===== src/rtl/ifu.sv =====
// Single-outstanding instruction fetch unit: owns the PC, fetches one word at a
// time over a valid/ready memory channel and hands {inst, pc} to decode.
module ifu #(
   parameter logic [31:0] RESET_PC = 32'h8000_0000
) (
   input  logic        clk,
   input  logic        rst_n,
   output logic        imem_req_valid,
   input  logic        imem_req_ready,
   output logic [31:0] imem_req_addr,
   input  logic        imem_rsp_valid,
   input  logic [31:0] imem_rsp_data,
   output logic        out_valid,
   input  logic        out_ready,
   output logic [31:0] out_inst,
   output logic [31:0] out_pc,
   input  logic        redirect_valid,
   input  logic [31:0] redirect_pc,
   input  logic        halt,
   output logic        halted,
   output logic [31:0] fetch_count
);

   typedef enum logic [2:0] {
      ST_BOOT   = 3'd0,
      ST_REQ    = 3'd1,
      ST_WAIT   = 3'd2,
      ST_HOLD   = 3'd3,
      ST_HALTED = 3'd4
   } state_t;

   state_t      state_r;
   logic [31:0] pc_r;
   logic        kill_r;
   logic        halt_pend_r;
   logic [31:0] target_s;

   assign target_s = redirect_pc & ~32'd3;

   // Handshake strobes decode the state register only, so no input reaches them combinationally.
   assign imem_req_valid = (state_r == ST_REQ);
   assign out_valid      = (state_r == ST_HOLD);
   assign halted         = (state_r == ST_HALTED);
   assign imem_req_addr  = pc_r;

   // Fetch FSM together with the PC, kill/halt tracking, output latch and handshake counter.
   always_ff @(posedge clk or negedge rst_n) begin
      if (!rst_n) begin
         state_r     <= ST_BOOT;
         pc_r        <= RESET_PC;
         kill_r      <= 1'b0;
         halt_pend_r <= 1'b0;
         out_inst    <= 32'd0;
         out_pc      <= 32'd0;
         fetch_count <= 32'd0;
      end else begin
         case (state_r)
            ST_BOOT: begin
               state_r <= ST_REQ;
            end
            ST_REQ: begin
               if (halt) begin
                  // An accepted request still owes a response; absorb it before stopping.
                  if (imem_req_ready) begin
                     state_r     <= ST_WAIT;
                     kill_r      <= 1'b1;
                     halt_pend_r <= 1'b1;
                  end else begin
                     state_r <= ST_HALTED;
                  end
               end else if (redirect_valid) begin
                  pc_r <= target_s;
                  if (imem_req_ready) begin
                     state_r <= ST_WAIT;
                     kill_r  <= 1'b1;
                  end else begin
                     state_r <= ST_REQ;
                  end
               end else if (imem_req_ready) begin
                  state_r <= ST_WAIT;
                  kill_r  <= 1'b0;
               end else begin
                  state_r <= ST_REQ;
               end
            end
            ST_WAIT: begin
               if (redirect_valid) begin
                  pc_r   <= target_s;
                  kill_r <= 1'b1;
               end else begin
                  pc_r <= pc_r;
               end
               if (halt) begin
                  kill_r      <= 1'b1;
                  halt_pend_r <= 1'b1;
               end else begin
                  halt_pend_r <= halt_pend_r;
               end
               if (imem_rsp_valid) begin
                  if (halt_pend_r || halt) begin
                     state_r <= ST_HALTED;
                  end else if (kill_r || redirect_valid) begin
                     kill_r  <= 1'b0;
                     state_r <= ST_REQ;
                  end else begin
                     out_inst <= imem_rsp_data;
                     out_pc   <= pc_r;
                     state_r  <= ST_HOLD;
                  end
               end else begin
                  state_r <= ST_WAIT;
               end
            end
            ST_HOLD: begin
               if (halt) begin
                  state_r <= ST_HALTED;
               end else if (redirect_valid) begin
                  pc_r    <= target_s;
                  state_r <= ST_REQ;
               end else if (out_ready) begin
                  fetch_count <= fetch_count + 32'd1;
                  pc_r        <= pc_r + 32'd4;
                  state_r     <= ST_REQ;
               end else begin
                  state_r <= ST_HOLD;
               end
            end
            ST_HALTED: begin
               state_r <= ST_HALTED;
            end
            default: begin
               state_r <= ST_HALTED;
            end
         endcase
      end
   end

endmodule


===== config.mk =====
export PLATFORM = sky130hd
export DESIGN_NAME = ifu
export DESIGN_NICKNAME = d
export VERILOG_FILES = /design/src/rtl/ifu.sv
export SDC_FILE = /design/constraint.sdc
export NUM_CORES = 1
export LEC_CHECK = 0
export BUFFER_PORTS_ARGS = -buffer_cell sky130_fd_sc_hd__buf_2
export CAP_MARGIN = 20
export CORE_MARGIN = 2
export CORE_UTILIZATION = 45
export DETAILED_ROUTE_END_ITERATION = 8
export PLACE_DENSITY = 0.72
export SLEW_MARGIN = 25
export SYNTH_ARGS = -nofsm -noshare
export SYNTH_HDL_FRONTEND = slang
export SYNTH_SLANG_ARGS = --single-unit
export TNS_END_PERCENT = 30

===== constraint.sdc =====
create_clock -name clk -period 6.5 [get_ports clk]
set_clock_uncertainty 0.1 [all_clocks]
set_input_delay 1.625 -clock clk [delete_from_list [all_inputs] [get_ports clk]]
set_output_delay 1.625 -clock clk [all_outputs]
set_load 0.03 [all_outputs]

* After elaboration in Yosys (flattened, before gate mapping) *
Index checks and enable logic that the tools add are counted.

cells by class
  reduce and logical (&&, ||, !) cells = 10
  muxes and demuxes = 30
  equal/unequal tests = 11
  $add $sub $neg = 2
  bitwise operators = 4

operators with widths
  operator               count
  $mux 32                5
  $pmux 32 s3            1
  $add 32x1->32 const B  1
  $add 32x3->32 const B  1
  $reduce_and 4->1       4
  $mux 3                 5
  $mux 1                 12
  $pmux 3 s4             1
  $mux 2                 4
  $eq 3x2->1 const B     2
  $ne 2x2->1 const B     3
  $ne 2x1->1 const B     2
  $ne 4x1->1 const B     1
  $not 1->1              4
  $pmux 1 s2             2
  $eq 3x1->1 const B     1
  $eq 3x3->1 const B     1
  $logic_not 3->1        1
  $ne 3x1->1 const B     1
  $reduce_bool 3->1      1
  $logic_or 1x1->1       2
  $reduce_and 2->1       1
  $reduce_bool 2->1      1

word-level totals
  register bits after elaboration = 133
  word-level logic and storage cells = 64
  input bits = 71
  output and inout port bits = 131

* Depth between registers and ports, before layout *
Gate-level depths: netlist (run 1).

  depth after elaboration = 6
  gate-level depth with buffers = 9
  mapped depth without buffers = 6

* Worst setup path after synthesis (run 1) *
OpenSTA, ideal clock, no wires.

  kind = input to register
  start point = input redirect_valid
  end point = register fetch_count[26]
  library setup time = 0.133 ns
  path buffers = 1
  arrival = 2.983 ns
  slack = 3.284 ns
  required time = 6.267 ns
  cell stages on the path = 6
  cell sequence = buf_2 > and4bb_2 > nand4_1 > nor4_4 > nand4_1 > xnor2_1

between the ends
  longest elaborated chain between the ends = 2

ends and longest elaborated chain
  item                               RTL line  RTL
  start: declaration                 17        input logic redirect_valid,
  $not 1->1 (no source line)         n/a
  $reduce_and 4->1 (no source line)  n/a
  end signal: assignment             121       fetch_count <= fetch_count + 32'd1;
  end: declaration                   21        output logic [31:0] fetch_count

Every way passes these cells.
A chain may end at the register's enable or synchronous reset.

* Worst setup path in the final report (run 1) *
  start point = register state_r[0]
  end point = output out_valid

between the ends
  longest elaborated chain between the ends = 1

ends and longest elaborated chain
  item                      RTL line  RTL
  start: declaration        32        state_t state_r;
  start signal: assignment  49        state_r <= ST_BOOT;
  start signal: assignment  59        state_r <= ST_REQ;
  start signal: assignment  65        state_r <= ST_WAIT;
  $eq 3x2->1                42        assign out_valid = (state_r == ST_HOLD);
  end: declaration          13        output logic out_valid,

Every way passes these cells.

==> flow_summary.yaml, run 1 <==
status:
  status: "finished clean"
worst_setup_path:
  crit_path_end_kind: "output pin"
  critPathMaxStageDelay_ps: 570
  crit_fanout: 12
  r2r_slack_ps: 3770
  start_kind: "flop"
  worstReg2RegEnd: "imem_req_addr[26]$_DFFE_PN0P_"
  required_ps: 4780
  ff2ff_path_depth: 6
  path_class: "reg2out"
  r2r_start: "imem_req_addr[2]$_DFFE_PN0P_"
  slowest_stage: "dfrtp_1"
  cp.arrival_ps: 1590
  cp_cell_sequence: "and3b_1, buf_2"
sta:
  period_minus_slack_ps: 3320
  whs_ps: 373
  relSlewSlack_pct: 34.3
  finalHoldViolations: 0
  fmax_ghz: 0.301
  drv_slew: 0
  rsz0062_at_grt: "no"
  finalWorstSetupSlack_ps: 3180
  period_share_pct: 51.0
  max_slew.worst_pin.slew_ps: 983
  setup_viol: 0
  setup-tns-final_ps: 0
min_path:
  min_path_type: "reg2reg"
  min_from: "fetch_count[31]$_DFFE_PN0P_"
  min_to: "fetch_count[31]$_DFFE_PN0P_"
  hold_depth: 1
power_and_ir_drop:
  p_leak_uw: 0.00395
  power_frac_seq_pct: 43.1
  clockPowerShare_pct: 33.3
  ir_drop_mv: 0.196
  power.density_nw_per_um2: 327
  share_comb_of_total_power_pct: 23.6
  p_switching_uw: 929
  switching_share_pct: 35.8
  cellInternalPower_uw: 1660
global_route:
  grt_max_degree: 68
  grt_antenna_before_repair: 2
  first_global_vias: 4689
  grt_pass1_wl_mm: 24.5
  overflow: 0
  grt_usage_pct: 21.0
synthesis:
  async_flop_share_pct: 100
  synth_warnings: 0
  ys.flop_type: "dfrtp_1"
  netlist_area_um2: 6290
  syn_inst: 528
  synth_edf_count: 0
  ys_ff_latch: 129
  synth-seq-area-share_pct: 51.3
  synthDistinctLibCells: 62
  syn_avg_cell_area_um2: 11.9
drt:
  drc: 0
  routed_via_density: 5.37
  ant_nets: 0
  wl_per_cell_um: 17.1
  dr.pass1.iters: 5
  dr_total_vias: 4893
  drt-total-wl_mm: 15.6
  initialDrtViolationCount: 297
placement:
  place_congestion: 0.888
  dp_slack_ps: 2650
  port_buffers: 195
  dpl.hpwl_mm: 10.7
finish:
  final_common_cell: "buf_2"
  finalNetCount: 790
  area_growth_syn_to_layout_pct: 26.1
  drive_gt1_share_pct: 42.3
  final_cell_mix: "buf_2, dfrtp_1, mux2_4"
clocking:
  hold_buffers: 0
  post_cts.repair.setup_buffers: 0
  cts_tree: "done"
  cts_buffers: 17
  cts_sinks: 129
  clk_pin_slew_ps: 60
  post_cts_resize_count: 0
  clkLatencyLatePin_ps: 410
  cts_htree_levels: 4
  cts-root-buf: "clkbuf_16"
  max-clock-path-buffers: 2
floorplanning:
  core_area_um2: 13800
  start_util_pct: 45.7
  die_width_um: 122
  rows: 43
  die_y_um: 122
  die_area_um2: 14900
  pin_count: 202
flow_run:
  cap_violations: 0
[state kept, by name, indices dropped and copies added, names as in the netlist]
signal         flops
fetch_count       32
out_inst          32
imem_req_addr     30
out_pc            30
state_r            3
halt_pend_r        1
kill_r             1
[power by group through the flow]
stage	combinational [µW]	sequential [µW]	clock (µW)
after floorplan	226	1270	0
after global placement	601	1110	0
after detailed placement	611	1130	0
after CTS	615	1120	882
after global routing	657	1140	929
final	613	1120	863
[cell type report]
class	instances	area (µm²)
Antenna cell	2	5.00
Clock buffer	24	472
Clock inverter	8	67.6
Fill cell	1213	5840
Inverter	1	3.75
Multi-Input combinational cell	367	2890
Sequential cell	129	3230
Tap cell	180	225
Timing Repair Buffer	201	1050
[cell usage after synthesis (all sizes together) (3+ instances only)]
master,n,share of area [%]
o21ai,19,1.5
a31oi,4,0.40
nor4b,3,0.99
a31o,3,0.42
xnor2,25,3.5
nand4,17,1.7
nor4,4,0.97
o22a,8,1.1
mux2,63,15
nor3,6,0.56
o21a,3,0.36
or2,3,0.30
xor2,6,0.84
nor3b,3,0.36
a21o,3,0.36
a21oi,41,3.3
o32ai,4,0.68
and3,11,1.1
clkbuf,13,0.78
and4,8,1.1
nand2b,4,0.52
buf,21,2.5
nor2,25,1.5
dfrtp,128,51
nand3,26,2.1
o22ai,4,0.40
o31ai,3,0.36
nand2,40,2.4
[logic make-up after synthesis]
logic type,after synthesis,synth area share (%)
AOI/OAI and AO/OA,108,11.0
xor gates and xnor gates,31,4.31
adders and majority gates,2,0.398
buffers and inverters,35,3.30
DFF,129,51.3
muxes,64,15.0
other,1,0.0596
and+or+nand+nor,158,14.6
[critical path, delay by kind of cell, from the launching register on]
family                 cells  cell delay [ps]
buffers and inverters      1              250
AND/OR/NAND/NOR            1              360
flip-flops                 1              570
[worst max-delay path by stage]
stage	from	end	slack [ps]	cells after the start
2_1_floorplan	redirect_valid	fetch_count[26]$_DFFE_PN0P_	3280	6
3_3_place_gp	redirect_valid	fetch_count[1]$_DFFE_PN0P_	2720	5
3_5_place_dp	redirect_valid	fetch_count[1]$_DFFE_PN0P_	2650	5
4_1_cts	redirect_valid	fetch_count[1]$_DFFE_PN0P_	3100	5
5_1_grt	state_r[0]$_DFF_PN0_	imem_req_valid	3060	2
6_report	state_r[0]$_DFF_PN0_	out_valid	3180	2
[stage by stage]
step,cells,util (%),power [µW],cell area [µm²]
6_report,912,57.6,2590,7940
3_5_place_dp,877,53.5,1740,7360
4_1_cts,909,57.4,2610,7900
2_1_floorplan,531,-,1490,6300
3_3_place_gp,877,53.5,1720,7360
5_1_grt,910,57.6,2730,7930
[metal layers]
| metal | vias to the layer above | global-route usage (%) | wire length (µm) |
|---|---|---|---|
| li1 | 2314 | - | - |
| met1 | 2401 | 28.5 | 6720 |
| met2 | 160 | 32.9 | 7610 |
| met3 | 18 | 5.02 | 1040 |
| met4 | 0 | 7.83 | 238 |
| met5 | - | 0 | 0 |
No activity file was read; power rests on OpenSTA's default activity.
==> inputs of run 2 (changes only) <==
--- a/config.mk
+++ b/config.mk
@@ -10,7 +10,7 @@
 export CORE_MARGIN = 2
 export CORE_UTILIZATION = 45
 export DETAILED_ROUTE_END_ITERATION = 8
-export PLACE_DENSITY = 0.72
+export PLACE_DENSITY = 0.75
 export SLEW_MARGIN = 25
 export SYNTH_ARGS = -nofsm -noshare
 export SYNTH_HDL_FRONTEND = slang
==> constraint.sdc (replaced) <==
create_clock -name clk -period 3 [get_ports clk]
set_clock_uncertainty 0.1 [all_clocks]
set_input_delay 0.75 -clock clk [delete_from_list [all_inputs] [get_ports clk]]
set_output_delay 0.75 -clock clk [all_outputs]
set_load 0.03 [all_outputs]
==> run 2 against run 1 <==
Against the previous run:
- sequential share of layout area down 0.48 points
- hold slack worse by 130 ps
- largest power group unchanged
- sequential power rose by 120%
- non-clock buffer count is 6 higher
- final area up 1.2%
- wire length rose by 2.0%
- sequential cell count unchanged
- critical path type is now reg2reg
==> flow_summary.yaml, run 2 (synthesized netlist as in run 1, its figures left out) <==
placement:
  place_congestion: 0.847
  port_buffers: 195
  dpl.hpwl_mm: 11.1
  place_area_um2: 7450
  dp_slack_ps: 345
worst_setup_path:
  start_kind: "flop"
  cp.arrival_ps: 2700
  ff2ff_path_depth: 6
  worstReg2RegEnd: "imem_req_addr[12]$_DFFE_PN0P_"
  crit_path_end_kind: "flop"
  path_class: "reg2reg"
  required_ps: 3180
  r2r_slack_ps: 480
  crit_fanout: 29
  r2r_start: "state_r[0]$_DFF_PN0_"
  crit_start: "state_r[0]$_DFF_PN0_"
power_and_ir_drop:
  ir_drop_mv: 0.371
  clockPowerShare_pct: 34.8
  p_switching_uw: 2060
  share_comb_of_total_power_pct: 23.1
  power_frac_seq_pct: 42.1
  power.density_nw_per_um2: 716
  p_leak_uw: 0.00399
  cellInternalPower_uw: 3690
  switching_share_pct: 35.9
finish:
  drive_gt1_share_pct: 43.1
  finalNetCount: 796
  final_common_cell: "buf_2"
  fillers: 1189
  fin_area_um2: 8030
  reg_top3: "fetch_count x32, out_inst x32"
  final_cell_mix: "buf_2, dfrtp_1, mux2_4"
  area_growth_syn_to_layout_pct: 27.6
clocking:
  cts_sinks: 129
  post_cts.repair.setup_buffers: 0
  cts_htree_levels: 4
  clkLatencyLatePin_ps: 420
  cts_tree: "done"
  cts_buffers: 17
  hold_buffers: 0
  max-clock-path-buffers: 2
  cts-root-buf: "clkbuf_16"
  post_cts_resize_count: 0
  clk_pin_slew_ps: 60
flow_run:
  cap_violations: 0
sta:
  setup_viol: 0
  period_share_pct: 83.8
  drv_slew: 0
  setup-tns-final_ps: 0
  relSlewSlack_pct: 54.7
  period_minus_slack_ps: 2520
  fmax_ghz: 0.398
  finalWorstSetupSlack_ps: 485
  rsz0062_at_grt: "no"
  max_slew.worst_pin.slew_ps: 680
  finalHoldViolations: 0
drt:
  dr.pass1.iters: 6
  drt-met1-wl_mm: 6.80
  wl_per_cell_um: 17.4
  dr.max_layer_used: "met5"
  drc: 0
  route.met3.wl_um: 992
  routed_via_density: 5.52
  wl_met2_mm: 7.88
  drt-total-wl_mm: 15.9
  ant_nets: 0
  dr_total_vias: 5063
  initialDrtViolationCount: 298
floorplanning:
  start_util_pct: 45.7
  die_area_um2: 14900
  die_y_um: 122
  rows: 43
  core_area_um2: 13800
  pin_count: 202
  die_width_um: 122
global_route:
  grt_pass1_wl_mm: 24.9
  first_global_vias: 4896
  grt_antenna_before_repair: 2
  grt_usage_pct: 21.4
  overflow: 0
  grt_max_degree: 73
status:
  status: "finished clean"
min_path:
  min_path_type: "in2async"
[run 2: cell types whose count changed in the layout (fill, tap and decap cells not counted), sizes merged]
cell,delta
clkbuf,-3
buf,+6
clkinvlp,+2
bufinv,+1
[run 2: critical path, cell delays in order, from the launching register on]
cell and delay, ps:
dfrtp_1 570, and3b_1 360, nor2b_4 610, buf_4 380
o21ai_0 130, a21oi_1 160, a21oi_1 50
[run 2: routing by layer]
layer  GRT usage, %  vias up
li1               -     2330
met1           27.9     2504
met2           33.9      204
met3           6.09       23
met4           8.33        2
met5              0        -
[run 2: through the flow]
stage	instances	hold slack [ps]	power, µW	utilization (%)
2_1_floorplan	531	354	3230	-
3_3_place_gp	884	359	3720	54.1
3_5_place_dp	884	383	3770	54.1
4_1_cts	916	265	5790	58.3
5_1_grt	917	293	6020	58.3
6_report	918	242	5750	58.3
[run 2: cell type report]
class / instances / area [µm²] / share of cell area, %
sequential: 129 / 3230 / 40.2
clock buffer: 21 / 460 / 5.73
multi-input combinational: 367 / 2890 / 35.9
inverter: 1 / 3.75 / 0.0467
timing repair buffer: 207 / 1110 / 13.8
tap: 180 / 225 / 2.80
clock inverter: 11 / 113 / 1.40
antenna: 2 / 5.00 / 0.0623
[run 2: power groups by stage]
stage          logic (µW)  registers (µW)  clock network (µW)
2_1_floorplan         490            2740                   0
3_3_place_gp         1300            2420                   0
3_5_place_dp         1330            2450                   0
4_1_cts              1340            2420                2040
5_1_grt              1430            2470                2120
6_report             1330            2420                2000
[run 2: how the worst max path moves through the flow]
| stage | cells past startpoint | end |
|---|---|---|
| finish | 6 | imem_req_addr[12]$_DFFE_PN0P_ |
| global route | 6 | imem_req_addr[12]$_DFFE_PN0P_ |
| CTS | 6 | imem_req_addr[12]$_DFFE_PN0P_ |
| detailed placement | 6 | fetch_count[20]$_DFFE_PN0P_ |
| global placement | 6 | fetch_count[26]$_DFFE_PN0P_ |
| floorplan | 6 | fetch_count[26]$_DFFE_PN0P_ |
